`config.mk`:
```
export PLATFORM = sky130hd
export DESIGN_NAME = dram_ctrl
export DESIGN_NICKNAME = d
export VERILOG_FILES = /design/src/rtl/dram_ctrl.sv
export SDC_FILE = /design/constraint.sdc
export NUM_CORES = 1
export LEC_CHECK = 0
export ABC_AREA = 1
export CELL_PAD_IN_SITES_DETAIL_PLACEMENT = 1
export CELL_PAD_IN_SITES_GLOBAL_PLACEMENT = 1
export CORE_UTILIZATION = 35
export DETAILED_ROUTE_END_ITERATION = 10
export GPL_ROUTABILITY_DRIVEN = 0
export HOLD_SLACK_MARGIN = 0.03
export PLACE_DENSITY_LB_ADDON = 0.1
export SYNTH_ARGS = -nofsm -noshare
export SYNTH_HDL_FRONTEND = slang
export SYNTH_SLANG_ARGS = --single-unit
```
`constraint.sdc`:
```
create_clock -name clk -period 2.29 [get_ports clk]
set_clock_uncertainty 0.05 [all_clocks]
set_input_delay 0.3435 -clock clk [delete_from_list [all_inputs] [get_ports clk]]
set_output_delay 0.3435 -clock clk [all_outputs]
set_load 0.01 [all_outputs]
```
`src/rtl/dram_ctrl.sv`:
```
// Initiator-side controller for the 8x8 refresh-based DRAM model: single-beat
// client reads/writes over valid/ready, plus an owned periodic all-row refresh burst.
module dram_ctrl #(
    parameter int ADDR_W           = 3,
    parameter int DATA_W           = 8,
    parameter int REFRESH_INTERVAL = 32
) (
    input  logic              clk,
    input  logic              rst_n,
    input  logic              req_valid,
    output logic              req_ready,
    input  logic              req_we,
    input  logic [ADDR_W-1:0] req_addr,
    input  logic [DATA_W-1:0] req_wdata,
    output logic              rsp_valid,
    output logic [DATA_W-1:0] rsp_rdata,
    output logic              mem_we,
    output logic              mem_refresh,
    output logic [ADDR_W-1:0] mem_addr,
    output logic [DATA_W-1:0] mem_din,
    input  logic [DATA_W-1:0] mem_dout,
    output logic              refresh_busy,
    output logic              ref_overrun
);

    localparam int ROWS  = 2 ** ADDR_W;
    localparam int TMR_W = $clog2(REFRESH_INTERVAL);

    localparam logic [TMR_W-1:0] TMR_RELOAD = TMR_W'(REFRESH_INTERVAL - 1);
    localparam logic [TMR_W-1:0] TMR_ONE    = TMR_W'(1);
    localparam logic [ADDR_W:0]  ROW_LAST   = (ADDR_W + 1)'(ROWS - 1);
    localparam logic [ADDR_W:0]  ROW_ONE    = (ADDR_W + 1)'(1);

    typedef enum logic [2:0] {
        IDLE,
        WR,
        RD,
        RD_WAIT,
        REF
    } state_e;

    state_e              state_q,       state_d;
    logic [ADDR_W-1:0]   addr_q,        addr_d;
    logic [DATA_W-1:0]   wdata_q,       wdata_d;
    logic                rsp_valid_q,   rsp_valid_d;
    logic [DATA_W-1:0]   rsp_rdata_q,   rsp_rdata_d;
    logic                ref_pending_q, ref_pending_d;
    logic                ref_overrun_q, ref_overrun_d;
    logic [ADDR_W:0]     row_cnt_q,     row_cnt_d;
    logic [TMR_W-1:0]    timer_q,       timer_d;

    always_comb begin
        state_d       = state_q;
        addr_d        = addr_q;
        wdata_d       = wdata_q;
        rsp_valid_d   = 1'b0;
        rsp_rdata_d   = rsp_rdata_q;
        ref_pending_d = ref_pending_q;
        ref_overrun_d = ref_overrun_q;
        row_cnt_d     = row_cnt_q;
        timer_d       = timer_q - TMR_ONE;

        case (state_q)
            IDLE: begin
                if (ref_pending_q) begin
                    state_d       = REF;
                    ref_pending_d = 1'b0;
                    row_cnt_d     = '0;
                end else if (req_valid) begin
                    addr_d  = req_addr;
                    wdata_d = req_wdata;
                    state_d = req_we ? WR : RD;
                end
            end
            WR:      state_d = IDLE;
            RD:      state_d = RD_WAIT;
            RD_WAIT: begin
                rsp_rdata_d = mem_dout;
                rsp_valid_d = 1'b1;
                state_d     = IDLE;
            end
            REF: begin
                row_cnt_d = row_cnt_q + ROW_ONE;
                if (row_cnt_q == ROW_LAST) begin
                    state_d = IDLE;
                end
            end
            default: state_d = IDLE;
        endcase

        // Expiry is applied last so a request raised on the same edge that
        // consumes the previous one is not lost.
        if (timer_q == '0) begin
            timer_d       = TMR_RELOAD;
            ref_pending_d = 1'b1;
            if (ref_pending_q) begin
                ref_overrun_d = 1'b1;
            end
        end
    end

    always_ff @(posedge clk or negedge rst_n) begin
        if (!rst_n) begin
            state_q       <= IDLE;
            addr_q        <= '0;
            wdata_q       <= '0;
            rsp_valid_q   <= 1'b0;
            rsp_rdata_q   <= '0;
            ref_pending_q <= 1'b0;
            ref_overrun_q <= 1'b0;
            row_cnt_q     <= '0;
            timer_q       <= TMR_RELOAD;
        end else begin
            state_q       <= state_d;
            addr_q        <= addr_d;
            wdata_q       <= wdata_d;
            rsp_valid_q   <= rsp_valid_d;
            rsp_rdata_q   <= rsp_rdata_d;
            ref_pending_q <= ref_pending_d;
            ref_overrun_q <= ref_overrun_d;
            row_cnt_q     <= row_cnt_d;
            timer_q       <= timer_d;
        end
    end

    assign req_ready    = (state_q == IDLE) && !ref_pending_q;
    assign mem_we       = (state_q == WR);
    assign mem_refresh  = (state_q == REF);
    assign refresh_busy = (state_q == REF);
    assign mem_addr     = addr_q;
    assign mem_din      = wdata_q;
    assign rsp_valid    = rsp_valid_q;
    assign rsp_rdata    = rsp_rdata_q;
    assign ref_overrun  = ref_overrun_q;

endmodule
```
==> metrics, run 1 <==
Ports 48; Setup Buffers After CTS 0; core area 0.00400 sq mm; Final Cycle Share 0.907; H-tree Lvls 2; CTS Buf Count 5; most frequent cells after synthesis 64 x nand2_1, 29 x dfrtp_1, 18 x nand3_1, 11 x inv_1, 7 x nor2_1; slowest CP cell clkdlybuf4s50_1; CP cell instances nor2_1 -> nand2_1 -> inv_1 -> clkdlybuf4s50_1; Max Clk Rate between 400 and 500 MHz; syn_nets 186; nets 237; Cells after DPL 255; biggest area consumer among synthesized cells dfrtp_1; met2 usage 0.301; clk sink count 34; Worst Path Arrival 1.68 ns; DIE AREA 0.00444 sq mm; Pleak 0.00102 uW; vias in the first global route 1,266; dpl cell area around 0.0020 sq mm; Starting Density 0.366; WP data required 1.90 ns; register bit total from synthesis 34; # DRC 0; Die H 66.6 um; Worst-Margin Slew roughly 0.57 ns; # rows 23; Critical Path Source Type flip-flop; Mapped Area around 0.0015 sq mm; Worst slew margin 0.621; initial antenna violation count 0; Root Driver clkbuf_8; status complete, no violations; Post-Synthesis Cells 161; CTS tree done; type of the most critical hold path flip-flop to flip-flop; RSZ-0062 raised after global routing no; post_cts resized 0; ANT cells 0; # port buffers 47; peak supply drop 0.435 mV; final hold violations 0; Clock Path Buffers 2; CP endpoint kind output port; routed length per instance 13.1 um; hold buffer count at CTS 0; P&R area growth vs syn 40.0%; Post-synth ARST share 1.00; Crit Path Class flip-flop to output port; top post-synthesis cells by area dfrtp_1 50%, nand2_1 16%, dfstp_2 9.0%, nand3_1 6.2%, inv_1 2.8%; Worst-path clk slew 0.06 ns; Max Cap Violations 0; die width 66.6 um; Power Density ~1200 mW/mm^2; total number of vias about 1,200; global-route wire length before repair 5.60 mm; final instance area 0.00205 sq mm; global-route track usage on met1 0.187; count leader, synth nand2_1; grt ovf 0; Synth warnings 0; max-slew violations 0; layout cells sized above 1 0.0939; syn_area_per_cell around 9.1 sq um; First DRT Iteration DRCs 44; setup_tns 0 ns; GRT met3 Usage 0.0565; ANT nets after route 0; Max stage delay on crit path 0.55 ns; CP Max Fanout 4; Post-Place Setup Slack 0.450 ns; via/cell ratio 4.69; distinct cell type count after synthesis 23; post-DP HPWL 2.55 mm; largest net degree at the start of global routing 35; fin crit period ~2.1 ns; Final Instance Count excl. Fillers 263; clock latency at the later pin of the worst-skew pair between 0.2 and 0.3 ns; GRT busiest layer met2; Post-synth EDFFs 0; setup slack after layout around 0.21 ns; post-layout util 0.512; gr usage total 0.174; most used flip-flop cell after synthesis dfrtp_1; sequential fraction of the synthesis area 0.586; DR pass1 iterations 2; final setup fails 0; final WL 3.45 mm; post-synth top area share 0.496
-- where the power goes --
group | switching [uW] | leakage (uW) | internal, uW | total [uW]
sequential | 154 | 0.000419 | 813 | 967
clock | 200 | 0.0000395 | 216 | 416
combinational | 481 | 0.000566 | 504 | 985
total | 835 | 0.00102 | 1530 | 2370
-- area by class of cell --
cell class / instances / area, sq um
Fill cell: 459 / 1950
Sequential cell: 34 / 857
Multi-Input combinational cell: 110 / 519
Timing Repair Buffer: 48 / 478
Clock buffer: 8 / 80.1
Tap cell: 50 / 62.6
Inverter: 13 / 51.3
-- path summary, 6_finish.rpt --
path                           endpoint  slack, ns  cells past startpoint     startpoint
min in group asynchronous  row_cnt_q[3]       0.43                      2          rst_n
max in group asynchronous    timer_q[4]       1.43                      2          rst_n
setup reg to reg            mem_addr[1]       0.85                      4  ref_pending_q
hold / removal               timer_q[0]       0.40                      1     timer_q[0]
setup / recovery           refresh_busy       0.21                      4     state_q[0]
hold reg to reg              timer_q[0]       0.40                      1     timer_q[0]
-- layout by cell type (no fill, tap or decap) --
cell | Yosys | layout
inv_1 | 11 | 11
nor2_4 | 1 | 1
nand3_1 | 18 | 18
inv_4 | 1 | 1
xor2_1 | 1 | 1
nand4_1 | 2 | 2
nand2_4 | 2 | 2
nand2_1 | 64 | 64
inv_2 | 1 | 1
buf_4 | 1 | 1
dfstp_2 | 5 | 5
dfrtp_1 | 29 | 29
nand3b_1 | 1 | 1
clkbuf_8 | 0 | 5
o21bai_1 | 1 | 1
nand3_2 | 1 | 1
o21ai_0 | 6 | 6
clkbuf_1 | 0 | 3
nor2_2 | 1 | 1
xnor2_1 | 1 | 1
nor2_1 | 7 | 7
ha_1 | 2 | 2
clkdlybuf4s50_1 | 0 | 47
nand2_2 | 2 | 2
-- kinds of logic after synthesis --
group	Yosys count	share of synthesized area
xor gates and xnor gates	2	0.0120
AOI/OAI and AO/OA	7	0.0257
DFF	34	0.586
buffers and inverters	17	0.0590
adders and majority gates	2	0.0171
and+or+nand+nor	99	0.300
-- registers in the layout, summed over array words and instances, names as in the netlist --
signal	count
mem_addr	3
mem_din	8
ref_overrun	1
ref_pending_q	1
row_cnt_q	4
rsp_rdata	8
rsp_valid	1
state_q	3
timer_q	5
-- layer usage --
layer | part of all wire | wire (um)
met5 | 0 | 0
met4 | 0.014 | 49
met3 | 0.049 | 168
met2 | 0.51 | 1770
met1 | 0.42 | 1460
-- critical path: cells and delay by family (launching register included) --
family | cells | cell delay [ns]
buffers and inverters | 2 | 0.68
flip-flops | 1 | 0.44
AND/OR/NAND/NOR | 2 | 0.29
-- stage by stage --
step,total power [uW],hold WS (ns)
global route,2540,0.418
global placement,1920,0.389
CTS,2410,0.407
finish,2370,0.404
floorplan,1460,-0.00209
detailed placement,1970,0.391
Note: power is estimated with default switching activity, not from simulation.
==> run 2, diff against run 1 <==
--- a/config.mk
+++ b/config.mk
@@ -13,6 +13,7 @@
 export GPL_ROUTABILITY_DRIVEN = 0
 export HOLD_SLACK_MARGIN = 0.03
 export PLACE_DENSITY_LB_ADDON = 0.1
+export REMOVE_ABC_BUFFERS = 1
 export SYNTH_ARGS = -nofsm -noshare
 export SYNTH_HDL_FRONTEND = slang
 export SYNTH_SLANG_ARGS = --single-unit
==> metrics, run 2 (synthesized netlist as in run 1, its figures left out) <==
WP buf/inv 2; Root Driver clkbuf_8; setup slack after layout ~0.16 ns; Max Cap Violations 0; Final Cycle Share 0.930; routed length per instance about 14 um; combinational power share 0.409; grt ovf 0; ANT cells 0; Max Clk Rate 470 MHz; post_cts resized 0; gr usage total 0.191; reg2reg start ref_pending_q; commonest non-fill, non-tap cell in the layout nand2_1; peak supply drop 0.453 mV; setup_tns 0 ns; Max stage delay on crit path around 0.56 ns; commonest non-fill, non-tap cells in the layout 64 x nand2_1, 47 x clkdlybuf4s50_1, 29 x dfrtp_1; # port buffers 47; initial antenna violation count 0; CTS tree done; sequential share of power 0.403; Worst-path clk slew about 0.070 ns; status complete, no violations; layout cells sized above 1 0.103; First DRT Iteration DRCs 65; Worst Path Arrival roughly 1.7 ns; hold path cells 1; HP Start timer_q[0]; met2 usage 0.313; post-DP HPWL 2.68 mm; DIE AREA 0.00444 sq mm; GRT busiest layer met2; vias in the first global route between 1,000 and 1,500; Clk pwr share 0.188; cell family with most CP delay buffers and inverters; final setup fails 0; final hold violations 0; Critical Path Source Type flip-flop; Crit Path Class flip-flop to output port; hold buffer count at CTS 0; P&R area growth vs syn 40.8%; # DRC 0; clk sink count 34; ANT nets after route 0; Int Pwr 1560 uW; CP endpoint kind output port; Power Density 1170 mW/mm^2; type of the most critical hold path flip-flop to flip-flop; WP data required ~1.9 ns; slowest CP cell clkdlybuf4s50_1; H-tree Lvls 2; global-route track usage on met1 0.225; Net Switching between 800 and 900 uW; total number of vias about 1,200; DR pass1 iterations 4; Clock Path Buffers 2; max-slew violations 0; Setup Buffers After CTS 0; Die H about 67 um; global-route wire length before repair 6.12 mm; Worst slew margin 0.651; RSZ-0062 raised after global routing no; hold endpoint timer_q[0]; CTS Buf Count 5; Worst-Margin Slew 0.523 ns; CP cell instances nor2_1 -> nand2_1 -> inv_1 -> clkdlybuf4s50_1; nets between 200 and 250; Reg2Reg Setup Slack roughly 0.89 ns; final WL roughly 3.6 mm; Starting Density 0.366; Ports 48; # rows 23; via/cell ratio approximately 4.7; clock latency at the later pin of the worst-skew pair 0.28 ns; fin crit period around 2.1 ns; Post-Place Setup Slack 0.436 ns; CP Max Fanout 4; largest net degree at the start of global routing 35; Pleak 0.00103 uW; R2R cell count 4; die width 66.6 um; Setup crit start state_q[0]; Sw Ratio 0.353; core area 0.00400 sq mm; r2r endpoint mem_din[4]; GRT met3 Usage 0.0634
==> run 2: cell count changes in the layout (fill, tap and decap cells not counted), sizes merged <==
| cell | before | now |
|---|---|---|
| clkbuf | 8 | 7 |
| clkinv | 0 | 1 |
==> run 2: layout make-up <==
cell class	instances	area, sq um
repair buffers	48	478
multi-input cells	110	519
clock buffers	7	86.3
fillers	452	1940
inverters	13	51.3
clock inverters	1	5.00
flip-flops and latches	34	857
well taps	50	62.6
==> run 2: how the worst max path moves through the flow <==
stage | endpoint | slack, ns | cells past startpoint
floorplan | mem_refresh | 1.08 | 3
CTS | mem_refresh | 0.13 | 4
global placement | refresh_busy | 0.53 | 4
finish | refresh_busy | 0.16 | 4
global route | refresh_busy | 0.01 | 4
detailed placement | mem_din[4] | 0.44 | 6
==> run 2: worst reg2reg max path: stages (launching register included) <==
cell     delay, ns
dfrtp_1       0.43
nor2_2        0.46
nand2_4       0.19
nand2_1       0.11
nand2_1       0.06
==> run 2: per-layer routing <==
layer | wire length, um | share of wire | vias up
met2 | 1810 | 0.50 | 35
met1 | 1520 | 0.42 | 577
met5 | 0 | 0 | -
met4 | 77 | 0.021 | 0
li1 | - | - | 605
met3 | 203 | 0.056 | 9
==> run 2: power by group through the flow <==
| stage | clock (uW) | sequential [uW] | combinational, uW |
|---|---|---|---|
| final | 453 | 970 | 985 |
| after global routing | 496 | 1000 | 1110 |
| after CTS | 468 | 970 | 1010 |
| after detailed placement | 0 | 975 | 1010 |
| after global placement | 0 | 961 | 958 |
| after floorplan | 0 | 1030 | 391 |
==> run 2: metrics by stage <==
stage / hold WS, ns / utilization / std cells / power [uW] / area [sq um]
CTS: 0.406 / 0.515 / 263 / 2450 / 2060
global route: 0.437 / 0.515 / 263 / 2600 / 2060
finish: 0.401 / 0.515 / 263 / 2410 / 2060
global placement: 0.388 / 0.492 / 255 / 1920 / 1970
detailed placement: 0.390 / 0.492 / 255 / 1980 / 1970
floorplan: -0.00209 / - / 157 / 1420 / 1430
